## config.mk

```make
export PLATFORM = sky130hd
export DESIGN_NAME = seq_shift_add_multiplier
export DESIGN_NICKNAME = d
export VERILOG_FILES = /design/src/rtl/seq_shift_add_multiplier.sv
export SDC_FILE = /design/constraint.sdc
export NUM_CORES = 1
export LEC_CHECK = 0
export ABC_AREA = 1
export BUFFER_PORTS_ARGS = -buffer_cell sky130_fd_sc_hd__buf_4
export CORE_MARGIN = 3
export CORE_UTILIZATION = 56
export CTS_CLUSTER_DIAMETER = 200
export DETAILED_ROUTE_END_ITERATION = 8
export GPL_TIMING_DRIVEN = 0
export PLACE_DENSITY = 0.8
export SYNTH_ARGS = -nofsm -noshare
export SYNTH_HDL_FRONTEND = slang
export SYNTH_SLANG_ARGS = --single-unit
```

## constraint.sdc

```tcl
create_clock -name clk -period 2.47 [get_ports clk]
set_input_delay 0.1235 -clock clk [delete_from_list [all_inputs] [get_ports clk]]
set_output_delay 0.1235 -clock clk [all_outputs]
set_load 0.1 [all_outputs]
```

## src/rtl/seq_shift_add_multiplier.sv

```systemverilog
// Unsigned shift-and-add sequential multiplier.
// One add-and-shift iteration per clock; product appears WIDTH edges after
// the start edge, with a single-cycle done pulse.
module seq_shift_add_multiplier #(
  parameter int WIDTH = 8
) (
  input  logic               clk,
  input  logic               reset,
  input  logic               start,
  input  logic [WIDTH-1:0]   multiplicand,
  input  logic [WIDTH-1:0]   multiplier,
  output logic               busy,
  output logic               done,
  output logic [2*WIDTH-1:0] product
);

  localparam int CW = (WIDTH > 2) ? $clog2(WIDTH) : 1;

  typedef enum logic [1:0] {
    S_IDLE = 2'd0,
    S_CALC = 2'd1,
    S_DONE = 2'd2
  } state_t;

  state_t             state, state_nxt;
  logic [WIDTH-1:0]   a_reg;
  logic [2*WIDTH:0]   acc;      // {carry/high half, low half holding multiplier bits}
  logic [CW-1:0]      cnt;
  logic [WIDTH:0]     sum;
  logic [2*WIDTH:0]   acc_nxt;
  logic               last_iter;

  // One iteration: conditional (WIDTH+1)-bit add into the high part, then a
  // combined right shift so the carry drops into the top of the product.
  always_comb begin
    sum       = acc[2*WIDTH:WIDTH] + (acc[0] ? {1'b0, a_reg} : '0);
    acc_nxt   = {1'b0, sum, acc[WIDTH-1:1]};
    last_iter = (cnt == CW'(WIDTH - 1));
  end

  // State register.
  always_ff @(posedge clk or posedge reset) begin
    if (reset) state <= S_IDLE;
    else       state <= state_nxt;
  end

  // Next-state and handshake outputs; DONE lasts exactly one cycle.
  always_comb begin
    state_nxt = state;
    busy      = 1'b0;
    done      = 1'b0;
    case (state)
      S_IDLE: if (start) state_nxt = S_CALC;
      S_CALC: begin
        busy = 1'b1;
        if (last_iter) state_nxt = S_DONE;
      end
      S_DONE: begin
        done      = 1'b1;
        state_nxt = S_IDLE;
      end
      default: state_nxt = S_IDLE;
    endcase
  end

  // Datapath: operand capture on start, iterate in CALC, publish product on the last iteration.
  always_ff @(posedge clk or posedge reset) begin
    if (reset) begin
      a_reg   <= '0;
      acc     <= '0;
      cnt     <= '0;
      product <= '0;
    end else begin
      case (state)
        S_IDLE: if (start) begin
          a_reg <= multiplicand;
          acc   <= {{(WIDTH+1){1'b0}}, multiplier};
          cnt   <= '0;
        end
        S_CALC: begin
          acc <= acc_nxt;
          cnt <= cnt + 1'b1;
          if (last_iter) product <= acc_nxt[2*WIDTH-1:0];
        end
        default: ;
      endcase
    end
  end

endmodule

```

==> After elaboration in Yosys (flattened, before gate mapping) <==
Index checks and enable logic that the tools add are counted.
{ "op_classes": {"addsub": 2, "n_eq_ne": 5, "n_mux": 10, "n_reduce_logical": 6} }
{ "ops": {"columns": ["cell", "count"], "rows": [
  ["17-bit case mux with 2 select lines", 1],
  ["17-bit 2-to-1 mux", 1],
  ["9-bit by 8-bit adder with 9-bit output", 1],
  ["8-bit 2-to-1 mux", 1],
  ["2-bit AND reduction", 4],
  ["3-bit case mux with 2 select lines", 1],
  ["2-bit 2-to-1 mux", 2],
  ["2-bit inequality test, second input constant", 2],
  ["2-bit case mux with 2 select lines", 1],
  ["3-bit by 1-bit adder with 3-bit output, second input constant", 1],
  ["3-bit equality test, second input constant", 1],
  ["3-bit 2-to-1 mux", 1],
  ["2-bit by 1-bit equality test with 1-bit output, second input constant", 1],
  ["2-bit equality test, second input constant", 1],
  ["2-bit zero test", 1],
  ["1-bit 2-to-1 mux", 2],
  ["2-bit nonzero test", 1]
]} }
{ "word_totals": {"ff_bits": 46, "inputBits": 19, "output_inout_bits": 18, "elab_cells": 28} }

==> Logic depth before layout (Yosys ltp) <==
Gate-level depths: netlist of run 1.
{ "depth": {"ltp_word": 3, "ltp_mapped": 13, "ltp_nobuf": 12} }

==> Least setup slack after synthesis of run 1 <==
Ideal clock, no wire load.
{ "synth_timing": {"kind": "register -> output", "from": "reg state[1]", "to": "out done", "arrival_ps": 1764, "required_time_ps": 2346, "path_slack_ps": 582, "stages_incl_launch_ff": 3, "n_path_buf": 0, "path_cell_list": "dfrtp_1 > inv_2 > nor2_1"} }
{ "synth_via": {"elab_chain_cells": 2} }
{ "synth_rtl": {"columns": ["element", "line", "rtl"], "rows": [
  ["from (decl)", "25", "state_t state, state_nxt;"],
  ["from (signal assigned)", "44", "else state <= state_nxt;"],
  ["2-bit equality test", "52", "case (state)"],
  ["1-bit 2-to-1 mux", "52", null],
  ["to (decl)", "13", "output logic done,"]
]} }
Every way passes these cells.

==> Worst setup path in the final report of run 1 <==
{ "layout_timing": {"from": "reg acc[0]", "to": "reg product[15]"} }
{ "layout_via": {"elab_chain_cells": 2} }
{ "layout_rtl": {"columns": ["element", "line", "rtl"], "rows": [
  ["from (decl)", "27", "logic [2*WIDTH:0] acc;"],
  ["from (signal assigned)", "77", "acc <= {{(WIDTH+1){1'b0}}, multiplier};"],
  ["from (signal assigned)", "81", "acc <= acc_nxt;"],
  ["8-bit 2-to-1 mux", "36", "sum = acc[2*WIDTH:WIDTH] + (acc[0] ? {1'b0, a_reg} : '0);"],
  ["9-bit by 8-bit adder with 9-bit output", "36", null],
  ["to (signal assigned)", "83", "if (last_iter) product <= acc_nxt[2*WIDTH-1:0];"],
  ["to (decl)", "14", "output logic [2*WIDTH-1:0] product"]
]} }
Every way passes these cells.
A chain may end at the register's enable or synchronous reset.

==> results.toml, run 1 <==
[outcome]
outcome = "complete, no violations"

[placement]
dpl-instance-area_mm2 = 0.00261
place.gp.congestion = 0.872
port_buffers = 36
dpl.cell_count = 331
hpwl_mm = 3.28

[floorplanning]
die-area_mm2 = 0.00482
die_w_um = 69.5
rows = 22
fp.dieH_um = 69.5
initial_core_util_pct = 59.8
coreArea_mm2 = 0.00377
pin_count = 37

[layout]
drive_above_1_share_pct = 27.4
fin_cells = 340
final_area_mm2 = 0.00270
utilization_pct = 71.6
diodes = 0
layout.nets = 321
areaGrowthSynthToFinish_pct = 19.8

[sta]
rsz0062_at_grt = "no"
post-route-period-util_pct = 78.4
setup_viol = 0
slew_headroom_pct = 78.1
tns_ns = 0
hold_viol_final = 0
fmax_mhz = 516
slew_violations = 0
worst_slew_pin_slew_ns = 0.328
post-route-min-period_ns = 1.94
skew_ns = 0.0109

[job]
cap_violations = 0

[min_path]
hold_depth = 2
worstHoldPathType = "in2reg"

[logic_synthesis]
synth.cell_area_mm2 = 0.00225
yosysSeqAreaShare_pct = 49.9
synth_cell_types = 28
syn_nets = 276
postSynthCellCount = 246
syn_area_per_cell_um2 = 9.17
ys.warnings.count = 0
synth-seq-cells = 45

[global_route]
antenna_found_initial = 0
grt_pass1_wl_mm = 7.94
gr-usage-all-layers_pct = 20.6
grt_pass1_vias = 1724
overflow = 0
grt_max_degree = 32

[cts]
cts_resized = 0
cts_setup_buffers = 0
cts_hold_buffers = 1
cts_tree = "yes"
clock_sinks = 45
cts_made_buffers = 5
htree_levels = 2
cts_buffer_depth = 2
clkSlewWorstSetupHoldPaths_ns = 0.08
cts_root_buffer = "clkbuf_8"
worstSkewPairLatency_ns = 0.30

[routing]
dr_total_vias = 1743
detail-route-antenna-nets = 0
routedWlPerCell_um = 12.9
drc = 0
routed_via_density = 5.13
dr.pass1.iters = 4
wl_mm = 4.39
drt_iter0_drc = 99

[worst_setup_path]
cp.required_ns = 2.66
path_buf_inv = 2
cp_cell_sequence = "buf_2 -> nand2_1 -> inv_1 -> ha_1 -> fa_1 -> nand2_1 -> nand2_1 -> nand3_1 -> nand2_1 -> nand2_1 -> nand2_1 -> nand2_1 -> nand2_1"
crit_top_cell = "nand2_1"
slowest_stage = "fa_1"
path_delay_family = "simple AND/OR/NAND/NOR gates"
startpoint_type = "flip-flop"
worstSetupPathType = "reg2reg"
cp.arrival_ns = 2.13
cp_num_cells = 13
max_stage_delay_ns = 0.40
worst_setup_path_end_kind = "flip-flop"
r2r_cells = 13
critical_path.max_fanout = 9
worst paths after layout:
path                                to       startpoint  slack (ns)
min in group asynchronous   product[6]            reset        0.33
setup / recovery           product[15]           acc[0]        0.53
hold reg to reg                 cnt[0]           cnt[0]        0.48
setup reg to reg           product[15]           acc[0]        0.53
max in group asynchronous      acc[13]            reset        1.67
hold / removal                a_reg[7]  multiplicand[7]        0.05
final cells by class:
cell class	instances	area, um^2
Multi-Input combinational cell	163	962
Timing Repair Buffer	38	300
Tap cell	48	60.1
Clock buffer	5	68.8
Clock inverter	3	17.5
Sequential cell	45	1130
Buffer	7	47.5
Inverter	31	119
Fill cell	304	1070
layer usage:
layer | GRT usage [%] | up-vias | wire (um)
met4 | 5.42 | 0 | 55
met2 | 32.8 | 39 | 2060
li1 | - | 882 | -
met1 | 27.4 | 816 | 2050
met5 | 0 | - | 0
met3 | 6.38 | 6 | 227
synth_stat cells, drive strengths merged:
cell type	number	area [um^2]
a21o	1	7.51
a21oi	5	25.0
a22o	2	17.5
buf	7	47.5
clkinv	1	3.75
dfrtp	45	1130
fa	1	20.0
ha	10	125
inv	30	115
mux2	8	90.1
nand2	80	310
nand3	17	97.6
nand3b	2	15.0
nor2	7	42.5
o211ai	6	55.1
o21ai	20	123
o22ai	1	12.5
or2	2	12.5
xnor2	1	8.76
worst register-to-register path: stages, from the launching register on:
cell	delay, ns
dfrtp_1	0.36
buf_2	0.16
nand2_1	0.07
inv_1	0.04
ha_1	0.20
fa_1	0.40
nand2_1	0.09
nand2_1	0.08
nand3_1	0.11
nand2_1	0.08
nand2_1	0.06
nand2_1	0.06
nand2_1	0.06
nand2_1	0.06
layout by cell type, fill, tap and decap left out, types with 2 or more instances in the layout:
master    netlist  final
a21oi_1         5      5
a22o_1          2      2
buf_2           5      5
buf_4           0     36
buf_6           2      2
clkbuf_8        0      5
clkinv_2        0      2
dfrtp_1        45     45
ha_1           10     10
inv_1          26     25
inv_2           3      4
mux2_2          8      8
nand2_1        78     78
nand3_1        16     16
nand3b_1        2      2
nor2_1          6      6
o211ai_1        4      4
o211ai_2        2      2
o21ai_0        14     14
o21ai_2         6      6
or2_2           2      2
logic make-up (layout without fill, tap and decap cells):
family / after synthesis / after routing / synth area share, %
muxes: 8 / 8 / 4.00
xor gates and xnor gates: 1 / 1 / 0.389
AOI/OAI and AO/OA: 35 / 35 / 10.7
and+or+nand+nor: 108 / 108 / 21.2
adders and majority gates: 11 / 11 / 6.44
DFF: 45 / 45 / 49.9
buffers and inverters: 38 / 84 / 7.38
through the flow:
stage               hold slack, ns  setup slack, ns
floorplan                    0.271            0.582
global placement             0.355            0.576
detailed placement           0.110            0.521
CTS                         0.0463            0.503
global route                0.0379            0.308
finish                      0.0542            0.533
Power of run 1 is not shown: default switching activity piles up to over one toggle a cycle in this logic, so the estimate is an artifact.
==> run 2, diff against run 1 <==
- clock period: 2.47 -> 1.95 ns (I/O delays scaled with it)
==> run 2 against run 1 <==
Global-route usage is 0.062 points higher. Clock-buffer cell count stayed put. Hold slack worse by 0.027 ns. Utilization is 0.23 points higher. Cell area is 0.32% higher. Routed wire length stayed put. Sequential cell count stayed put. Largest cell class unchanged. Highest routed layer unchanged.
==> results.toml, run 2 (same netlist as run 1, synthesis figures left out) <==
[outcome]
outcome = "complete, no violations"

[layout]
layout.nets = 320
regArea_mm2 = 0.00113
drive_above_1_share_pct = 28.9
diodes = 0
utilization_pct = 71.9
multi_input_area_um2 = 975
mostFrequentLayoutCells = "nand2_1, dfrtp_1, buf_4"
num-fill-cells = 303
areaGrowthSynthToFinish_pct = 20.2
final_common_cell = "nand2_1"

[routing]
routedWlPerCell_um = 12.9
wl_mm = 4.39
drc = 0
drt_iter0_drc = 111
dr_total_vias = 1758
detail-route-antenna-nets = 0
dr.pass1.iters = 4
routed_via_density = 5.19

[cts]
clock_sinks = 45
htree_levels = 2
cts_root_buffer = "clkbuf_8"
cts_made_buffers = 5
cts_buffer_depth = 2
cts_tree = "yes"
clkSlewWorstSetupHoldPaths_ns = 0.08
worstSkewPairLatency_ns = 0.31
cts_setup_buffers = 0

[global_route]
antenna_found_initial = 0
grt_pass1_vias = 1733
grt_pass1_wl_mm = 7.97
grt_max_degree = 32
overflow = 0
gr-usage-all-layers_pct = 20.7

[worst_setup_path]
reg2reg_to = "product[15]"
critical_path.max_fanout = 9
r2r_cells = 12
worstSetupEndpoint = "product[15]"
cp_cell_sequence = "nand2_1 -> inv_1 -> ha_2 -> fa_2 -> nand2_1 -> nand2_2 -> nand3_2 -> nand2_1 -> nand2_1 -> nand2_1 -> nand2_1 -> nand2_1"
crit_top_cell = "nand2_1"
regToRegStartpoint = "acc[0]"
cp.required_ns = 2.14
worstSetupStartpoint = "acc[0]"
cp.arrival_ns = 1.96
rrSetupSlack_ns = 0.19
worstSetupPathType = "reg2reg"
slowest_stage = "dfrtp_2"
worst_setup_path_end_kind = "flip-flop"
startpoint_type = "flip-flop"
max_stage_delay_ns = 0.46

[sta]
post-route-period-util_pct = 90.4
slew_violations = 0
hold_viol_final = 0
tns_ns = 0
rsz0062_at_grt = "no"
post-route-min-period_ns = 1.76
setup_viol = 0
fmax_mhz = 567
slew_headroom_pct = 78.1
worst_slew_pin_slew_ns = 0.328
skew_ns = 0.0111
setup_slack_ns = 0.187

[floorplanning]
die_w_um = 69.5
rows = 22
coreArea_mm2 = 0.00377
initial_core_util_pct = 59.8
pin_count = 37
fp.dieH_um = 69.5
die-area_mm2 = 0.00482

[placement]
hpwl_mm = 3.28
port_buffers = 36
place.gp.congestion = 0.872
pre_cts_slack_ns = 0.00103

[job]
cap_violations = 0

[min_path]
worstHoldPathType = "in2reg"
==> run 2: cell count changes in the layout (fill, tap and decap cells not counted), sizes merged <==
cell / before / now
buf: 44 / 43
==> run 2: worst min path at each step <==
stage,slack [ns],cells past startpoint,endpoint,from
finish,0.03,2,a_reg[7],multiplicand[7]
CTS,0.02,2,a_reg[1],multiplicand[1]
global route,0.01,2,a_reg[3],multiplicand[3]
detailed placement,0.08,2,product[12],reset
floorplan,0.24,2,acc[0],multiplier[0]
global placement,0.33,2,a_reg[7],multiplicand[7]
==> run 2: layer usage <==
layer	up-vias	GRT usage [%]	share of wire (%)
met5	-	0	0
met4	0	5.42	1.2
met3	5	6.38	5.9
met2	46	33.1	46
met1	825	27.4	47
li1	882	-	-
==> run 2: final cells by class <==
cell class | instances | area share (%)
sequential | 45 | 41.6
multi-input combinational | 163 | 36.0
timing repair buffer | 38 | 11.1
inverter | 31 | 4.39
clock buffer | 5 | 2.54
tap | 48 | 2.22
buffer | 6 | 1.57
clock inverter | 3 | 0.646
==> run 2: metrics by stage <==
stage               hold WS (ns)  instance area [um^2]  cells
detailed placement        0.0845                  2610    331
finish                    0.0269                  2710    339
global route              0.0119                  2710    339
global placement           0.329                  2580    330
floorplan                  0.245                  2250    246
CTS                       0.0203                  2700    340
==> run 2: what timing repair did <==
item,4_1_cts,5_1_grt
pin swaps,0,0
hold endpoints to repair,14,0
gates resized for setup,1,4
hold buffers,1,0
setup endpoints to repair,1,4
gates cloned,0,0
==> run 2: worst max-delay path: cells and delay by family (launching register included) <==
| family | cells | cell delay (ns) |
|---|---|---|
| AND/OR/NAND/NOR | 9 | 0.63 |
| buffers and inverters | 1 | 0.05 |
| adder cells (fa/ha/maj) | 2 | 0.53 |
| flip-flops | 1 | 0.46 |
Power of run 2 is left out for the same reason.
==> run 3, diff against run 2 <==
- CAP_MARGIN: unset -> 30
- GPL_TIMING_DRIVEN: 0 -> unset
==> run 3 against run 2 <==
Fmax down 2.9%. Highest routed layer unchanged. Largest cell class unchanged. Global-route usage down 0.45 points. Critical path type unchanged. Critical path depth unchanged.
==> results.toml, run 3 (same netlist as run 1, synthesis figures left out) <==
[worst_setup_path]
worst_setup_path_end_kind = "flip-flop"
worstSetupEndpoint = "product[15]"
path_delay_family = "simple AND/OR/NAND/NOR gates"
cp_num_cells = 12
cp.required_ns = 2.14
path_buf_inv = 1
slowest_stage = "dfrtp_2"
worstSetupStartpoint = "acc[0]"
worstSetupPathType = "reg2reg"
reg2reg_to = "product[15]"
rrSetupSlack_ns = 0.13
max_stage_delay_ns = 0.44
r2r_cells = 12
cp_cell_sequence = "nand2_1 -> inv_1 -> ha_1 -> fa_2 -> nand2_1 -> nand2_1 -> nand3_1 -> nand2_1 -> nand2_1 -> nand2_1 -> nand2_1 -> nand2_1"
startpoint_type = "flip-flop"
regToRegStartpoint = "acc[0]"
cp.arrival_ns = 2.01
critical_path.max_fanout = 6
crit_top_cell = "nand2_1"

[cts]
cts_buffer_depth = 2
cts_made_buffers = 5
cts_tree = "yes"
htree_levels = 2
worstSkewPairLatency_ns = 0.30
clkSlewWorstSetupHoldPaths_ns = 0.08
clock_sinks = 45
cts_root_buffer = "clkbuf_8"

[floorplanning]
fp.dieH_um = 69.5
die_w_um = 69.5
die-area_mm2 = 0.00482
initial_core_util_pct = 59.8
pin_count = 37
coreArea_mm2 = 0.00377
rows = 22

[global_route]
overflow = 0
gr-usage-all-layers_pct = 20.2
grt_pass1_wl_mm = 7.71
grt_pass1_vias = 1726
grt_max_degree = 46
antenna_found_initial = 0

[routing]
dr.pass1.iters = 4
routed_via_density = 5.13
dr_total_vias = 1717
detail-route-antenna-nets = 0
drc = 0
wl_mm = 4.44
routedWlPerCell_um = 13.2
drt_iter0_drc = 134

[layout]
multi_input_area_um2 = 965
final_common_cell = "nand2_1"
regArea_mm2 = 0.00113
layout.nets = 317
diodes = 0
areaGrowthSynthToFinish_pct = 18.3
mostFrequentLayoutCells = "nand2_1, dfrtp_1, buf_4"
num-fill-cells = 313
drive_above_1_share_pct = 26.1

[min_path]
worstHoldPathType = "in2reg"

[sta]
slew_violations = 0
post-route-min-period_ns = 1.82
rsz0062_at_grt = "no"
skew_ns = 0.00481
setup_viol = 0
tns_ns = 0
fmax_mhz = 551
post-route-period-util_pct = 93.1
worst_slew_pin_slew_ns = 0.543
slew_headroom_pct = 63.8
hold_viol_final = 0

[placement]
port_buffers = 36
hpwl_mm = 3.32
place.gp.congestion = 0.892

[outcome]
outcome = "complete, no violations"

[job]
cap_violations = 0
run 3: stage by stage:
step | worst slack, ns | hold slack [ns] | instance area (um^2) | utilization (%) | cells
2_1_floorplan | 0.0880 | 0.245 | 2250 | - | 246
3_3_place_gp | 0.118 | 0.269 | 2560 | 67.9 | 326
3_5_place_dp | 0.0296 | 0.269 | 2560 | 67.9 | 326
4_1_cts | 0.0207 | 0.0263 | 2660 | 70.4 | 334
5_1_grt | 0.0109 | 0.0301 | 2670 | 70.7 | 335
6_report | 0.134 | 0.0289 | 2670 | 70.7 | 335
run 3: cell type report:
class,count,area share (%)
clock buffers,7,3.24
inverters,31,4.46
multi-input cells,163,36.2
flip-flops and latches,45,42.3
well taps,48,2.25
repair buffers,41,11.6
run 3: layer usage:
metal | track usage (%) | share of wire, % | up-vias
met2 | 32.1 | 47 | 44
met3 | 4.49 | 4.9 | 7
met4 | 8.68 | 1.8 | 0
met5 | 0 | 0 | -
met1 | 26.7 | 46 | 796
li1 | - | - | 870
run 3: worst min path at each step:
stage | startpoint | end | slack, ns | depth (start not counted)
detailed placement | reset | product[12] | 0.27 | 3
global placement | reset | product[14] | 0.27 | 3
finish | multiplicand[3] | a_reg[3] | 0.03 | 2
global route | multiplicand[0] | a_reg[0] | 0.03 | 2
floorplan | multiplier[0] | acc[0] | 0.24 | 2
CTS | multiplicand[7] | a_reg[7] | 0.03 | 2
run 3: worst reg2reg max path, cell delays in order, from the launching register on:
cell	delay, ns
dfrtp_2	0.44
nand2_1	0.06
inv_1	0.04
ha_1	0.20
fa_2	0.36
nand2_1	0.09
nand2_1	0.09
nand3_1	0.10
nand2_1	0.08
nand2_1	0.06
nand2_1	0.06
nand2_1	0.06
nand2_1	0.06
run 3: timing repair:
| item | 4_1_cts | 5_1_grt |
|---|---|---|
| setup buffers | 0 | 1 |
| gates resized for setup | 0 | 2 |
| hold endpoints to repair | 45 | 0 |
| hold buffers | 1 | 0 |
| endpoints found under the setup margin | 0 | 4 |
Power of run 3 is left out for the same reason.
